<file path="config.mk">
export PLATFORM = sky130hd
export DESIGN_NAME = alu_logical_ctrl
export DESIGN_NICKNAME = d
export VERILOG_FILES = /design/src/rtl/alu_logical_ctrl.sv
export SDC_FILE = /design/constraint.sdc
export NUM_CORES = 1
export LEC_CHECK = 0
export ABC_AREA = 1
export ABC_CLOCK_PERIOD_IN_PS = 1900
export BUFFER_PORTS_ARGS = -buffer_cell sky130_fd_sc_hd__buf_2
export CAP_MARGIN = 20
export CORE_MARGIN = 4
export CORE_UTILIZATION = 48
export DETAILED_ROUTE_END_ITERATION = 6
export PLACE_DENSITY = 0.78
export SLEW_MARGIN = 15
export SYNTH_ARGS = -nofsm -noshare
export SYNTH_HDL_FRONTEND = slang
export SYNTH_SLANG_ARGS = --single-unit
export TNS_END_PERCENT = 1
</file>
<file path="constraint.sdc">
create_clock -name clk -period 1.9 [get_ports clk]
set_input_delay 0.57 -clock clk [delete_from_list [all_inputs] [get_ports clk]]
set_output_delay 0.57 -clock clk [all_outputs]
set_load 0.01 [all_outputs]
</file>
<file path="src/rtl/alu_logical_ctrl.sv">
// Sequencer for an external 32-bit logical unit: accepts one request at a time,
// drives the unit's operands/selects, captures the result and holds it until consumed.
module alu_logical_ctrl #(
  parameter int unsigned CNT_W = 16
) (
  input  logic             clk,
  input  logic             rst_n,
  input  logic             req_valid,
  output logic             req_ready,
  input  logic [2:0]       req_op,
  input  logic [31:0]      req_a,
  input  logic [31:0]      req_b,
  output logic [31:0]      alu_in1,
  output logic [31:0]      alu_in2,
  output logic             alu_sel0,
  output logic             alu_sel1,
  input  logic [31:0]      alu_out,
  output logic             rsp_valid,
  input  logic             rsp_ready,
  output logic [31:0]      rsp_data,
  output logic             rsp_err,
  output logic             rsp_zero,
  output logic [CNT_W-1:0] op_count
);

  typedef enum logic [1:0] {
    IDLE,
    EXEC,
    RESP
  } state_t;

  localparam logic [CNT_W-1:0] CNT_ONE = CNT_W'(1);

  state_t      state, state_nxt;
  logic        accept;
  logic        op_legal;
  logic        rsp_fire;
  logic        op_nor;
  logic [31:0] exec_data;
  logic        sel0_nxt;
  logic        sel1_nxt;

  // req_ready is gated by rst_n so it reads 0 while reset is held
  assign req_ready = rst_n && (state == IDLE);
  assign rsp_valid = (state == RESP);

  always_ff @(posedge clk or negedge rst_n) begin
    if (!rst_n) begin
      state <= IDLE;
    end else begin
      state <= state_nxt;
    end
  end

  always_comb begin
    state_nxt = state;
    accept    = 1'b0;
    rsp_fire  = 1'b0;
    op_legal  = ~req_op[2];
    exec_data = op_nor ? ~alu_out : alu_out;
    // NOR reuses the OR select; the inversion is applied on capture
    sel1_nxt  = (req_op[1:0] == 2'b10);
    sel0_nxt  = req_op[0];
    unique case (state)
      IDLE: begin
        accept = req_valid;
        if (req_valid) begin
          state_nxt = op_legal ? EXEC : RESP;
        end
      end
      EXEC: begin
        state_nxt = RESP;
      end
      RESP: begin
        rsp_fire = rsp_ready;
        if (rsp_ready) begin
          state_nxt = IDLE;
        end
      end
      default: begin
        state_nxt = IDLE;
      end
    endcase
  end

  always_ff @(posedge clk or negedge rst_n) begin
    if (!rst_n) begin
      alu_in1  <= '0;
      alu_in2  <= '0;
      alu_sel0 <= 1'b0;
      alu_sel1 <= 1'b0;
      op_nor   <= 1'b0;
    end else if (accept && op_legal) begin
      alu_in1  <= req_a;
      alu_in2  <= req_b;
      alu_sel0 <= sel0_nxt;
      alu_sel1 <= sel1_nxt;
      op_nor   <= (req_op[1:0] == 2'b11);
    end
  end

  always_ff @(posedge clk or negedge rst_n) begin
    if (!rst_n) begin
      rsp_data <= '0;
      rsp_err  <= 1'b0;
      rsp_zero <= 1'b0;
    end else if (accept && !op_legal) begin
      rsp_data <= '0;
      rsp_err  <= 1'b1;
      rsp_zero <= 1'b1;
    end else if (state == EXEC) begin
      rsp_data <= exec_data;
      rsp_err  <= 1'b0;
      rsp_zero <= (exec_data == '0);
    end
  end

  always_ff @(posedge clk or negedge rst_n) begin
    if (!rst_n) begin
      op_count <= '0;
    end else if (rsp_fire) begin
      op_count <= op_count + CNT_ONE;
    end
  end

endmodule

</file>
# [After elaboration in Yosys (flattened, before gate mapping)]
# Cells that the tools add are included.
# Widths: inputs -> output; s select.
[word_totals] out_inout_bits=118 word_cells=39 register_bits=119
[classes] reduce_logical=7 n_eq_ne=6 n_addsub=1 n_mux=13 bitwise_logic=2
[ops] cell="$mux 32" n=3
[ops] cell="$logic_not 32->1" n=1
[ops] cell="$not 32->32" n=1
[ops] cell="$add 16x1->16 const B" n=1
[ops] cell="$eq 2x2->1 const B" n=3
[ops] cell="$mux 1" n=6
[ops] cell="$mux 2" n=3
[ops] cell="$pmux 2 s3" n=1
[ops] cell="$logic_and 1x1->1" n=3
[ops] cell="$eq 2x1->1 const B" n=1
[ops] cell="$logic_not 2->1" n=1
[ops] cell="$ne 2x1->1 const B" n=1
[ops] cell="$ne 2x2->1 const B" n=1
[ops] cell="$reduce_and 2->1" n=1
[ops] cell="$reduce_bool 2->1" n=1
[ops] cell="$not 1->1" n=1

# [Longest topological paths before layout]
[logic_depth] depth_word=5 mapped_depth=11

# [Worst setup path before layout]
# No wires, ideal clock.
[synth_path] path_kind="input to register" start="input req_valid" end="register alu_in1[0]" cell_stages=7 path_slack_ns=0.480 t_arrival_ns=1.304 path_buffers=2 setup_time_ns=0.117 path_cell_list="inv_1 nor3_4 inv_2 buf_2 buf_2 nand2_1 nand2_1"
[synth_via] elab_chain_cells=2
[synth_lines] item="start: declaration" line="8" text="input logic req_valid,"
[synth_lines] item="$mux 1" line="64" text="unique case (state)"
[synth_lines] item="$logic_and 1x1->1" line="93" text="end else if (accept && op_legal) begin"
[synth_lines] item="end signal: assignment" line="94" text="alu_in1 <= req_a;"
[synth_lines] item="end: declaration" line="13" text="output logic [31:0] alu_in1,"
# Every way passes these cells.
# A chain may end at the register's enable or synchronous reset.

# [Worst setup path after layout]
[layout_path] start="register state[0]" end="output req_ready"
[layout_via] elab_chain_cells=2
[layout_lines] item="start: declaration" line="34" text="state_t state, state_nxt;"
[layout_lines] item="start signal: assignment" line="51" text="state <= state_nxt;"
[layout_lines] item="$logic_not 2->1" line="44" text="assign req_ready = rst_n && (state == IDLE);"
[layout_lines] item="$logic_and 1x1->1" line="44"
[layout_lines] item="end: declaration" line="9" text="output logic req_ready,"
# Every way passes these cells.

==> qor.yml <==
outcome:
  outcome: "finished, violations left"
  violations: "setup timing"
synthesis:
  synthCells: 636
  syn-num-nets: 740
  syn_avg_cell_area_um2: 8.24
  yosysWarnings: 0
  netlist_area_um2: 5240
  ys_seq_area_share_pct: 56.8
  synth.distinct_cells: 26
  ys_ff_latch: 119
route:
  drt_iter0_drc: 301
  drc_errors: 0
  drt-total-wl_um: 14100
  drtPass1Iterations: 4
  wl_per_cell_um: 14.0
  num_vias: 4784
  vias_per_cell: 4.74
  detail-route-antenna-nets: 0
pwr:
  switching_share_pct: 34.5
  pwr_density_cell_nw_per_um2: 1400
  comb_power_share_pct: 30.8
  p_leak_nw: 4.20
  p_clk_share_pct: 29.3
  p_int_mw: 6.49
  peakVddDrop_mv: 1.07
  seqPwrFrac_pct: 39.9
  netSwitchingPower_mw: 3.42
place:
  dp_hpwl_um: 9900
  place_ws_ps: 248
  gp_congestion: 0.804
  place_area_um2: 6480
  post-place-cells: 977
  numPortBuffers: 220
global_routing:
  grt_usage_pct: 22.5
  grt_pass1_wl_um: 22600
  grt_antenna_before_repair: 0
  grt_max_degree: 120
  grt_pass1_vias: 4695
  grt_overflow: 0
timing:
  fin_ws_ps: -26.5
  fin_worst_skew_ps: 8.87
  drv_slew: 0
  max-slew-margin-rel_pct: 58.6
  min_period_ps: 1930
  finalHoldViolations: 0
  rsz0062_at_grt: "true"
  fin_hold_ws_ps: 162
  setup_viol: 1
  tightest_slew_ps: 620
  fmax_ghz: 0.519
  fin_crit_sh_pct: 101
layout:
  drive_gt1_share_pct: 32.2
  final_core_util_pct: 67.5
  syn2layout_area_growth_pct: 34.7
  nets: 967
  final_cell_mix: "nand2_1, buf_2, dfrtp_1"
  insertedDiodeCount: 0
  fillerInstances: 883
  layout_commonest_cell: "nand2_1"
  fin_cells: 1010
  final_area_um2: 7060
cts:
  clk_pin_slew_ps: 50
  cts_hold_buf: 0
  htreeDepth: 4
  cts_root_buf: "clkbuf_8"
  cts_tree: "yes"
  cts.sinks: 119
  worst_skew_pair.late_latency_ps: 520
  cts_buffers: 17
  cts_buffer_depth: 2
setup_path:
  required_ps: 1330
  cp_max_fo: 4
  critical_path.startpoint_type: "register"
  path_class: "reg2out"
  worstPathArrival_ps: 1360
  cp-end-kind: "output port"
floorplan:
  fp.dieW_um: 113
  rows: 37
  die-area_um2: 12700
  die_h_um: 113
  io_pins: 221
  initial_core_util_pct: 50.1
  core_area_um2: 10500
run:
  maxCapViolCount: 0
min_path:
  hold_path_class: "in2async"
-- area by class of cell --
class / instances / area (um^2) / share of cell area (%)
clock buffer: 28 / 536 / 7.58
clock inverter: 2 / 10.0 / 0.142
inverter: 48 / 180 / 2.55
multi-input combinational: 443 / 1950 / 27.7
sequential: 119 / 2980 / 42.2
tap: 136 / 170 / 2.41
timing repair buffer: 234 / 1230 / 17.5
-- power groups by stage --
stage                     sequential, mW  clock, mW  combinational, mW
after CTS                           3.95       2.95               3.09
after global placement              3.96          0               2.96
final                               3.96       2.90               3.05
after floorplan                     4.32          0               1.23
after global routing                4.07       3.10               3.40
after detailed placement            3.95          0               3.05
-- path summary, 6_finish.rpt --
| kind | startpoint | end | slack, ps | depth (start not counted) |
|---|---|---|---|---|
| max | state[0] | req_ready | -30 | 4 |
| min | rst_n | state[1] | 160 | 2 |
| min in group clk | req_a[25] | alu_in1[25] | 250 | 3 |
| min reg2reg | alu_in2[13] | alu_in2[13] | 460 | 2 |
| max in group asynchronous | rst_n | state[0] | 1260 | 2 |
| max reg2reg | state[0] | alu_in2[17] | 300 | 7 |
-- cell usage after synthesis, drive strengths merged --
master,number,area [um^2]
o31ai,2,15.0
nand3,8,40.0
xnor2,5,43.8
o21ai,28,140
dfrtp,119,2980
nand4,2,12.5
buf,18,110
a22o,6,52.6
ha,1,12.5
clkbuf,8,30.0
inv,48,180
nor3,6,51.3
o22ai,1,6.26
nor2,26,125
nand2,341,1300
xor2,17,149
-- stage by stage --
step | setup TNS [ps] | power, mW
4_1_cts | -63.9 | 9.99
3_3_place_gp | 0 | 6.92
5_1_grt | -157 | 10.6
2_1_floorplan | 0 | 5.55
6_report | -26.5 | 9.91
3_5_place_dp | 0 | 7.00
-- routing by layer --
| layer | vias to the layer above | wire length, um | GRT usage (%) |
|---|---|---|---|
| li1 | 2377 | - | - |
| met1 | 2189 | 6130 | 29.1 |
| met2 | 195 | 6570 | 34.9 |
| met3 | 23 | 1170 | 8.79 |
| met4 | 0 | 228 | 7.05 |
| met5 | - | 0 | 0 |
-- worst max-delay path, stage by stage, from the launching register on --
cell	delay [ps]
dfrtp_2	430
nor2_4	150
inv_2	50
nor2_2	80
buf_2	130
-- registers in the layout, summed over array words and instances, names as in the netlist --
register,flops
rsp_zero,1
rsp_data,32
alu_in1,32
alu_in2,32
alu_sel0,1
op_nor,1
op_count,16
alu_sel1,1
state,2
rsp_err,1
-- logic make-up after synthesis --
logic type | synth area share [%]
compound gates | 4.08
xor+xnor | 3.67
fa+ha+maj | 0.239
buf+inv | 6.11
flops | 56.8
simple gates | 29.1
-- timing repair --
| action | 4_1_cts | 5_1_grt |
|---|---|---|
| pin swaps | 1 | 1 |
| setup endpoints to repair | 2 | 2 |
| cloned | 0 | 0 |
| buffers inserted | 2 | 1 |
| gates resized for setup | 2 | 2 |
Note: power is estimated with default switching activity, not from simulation.
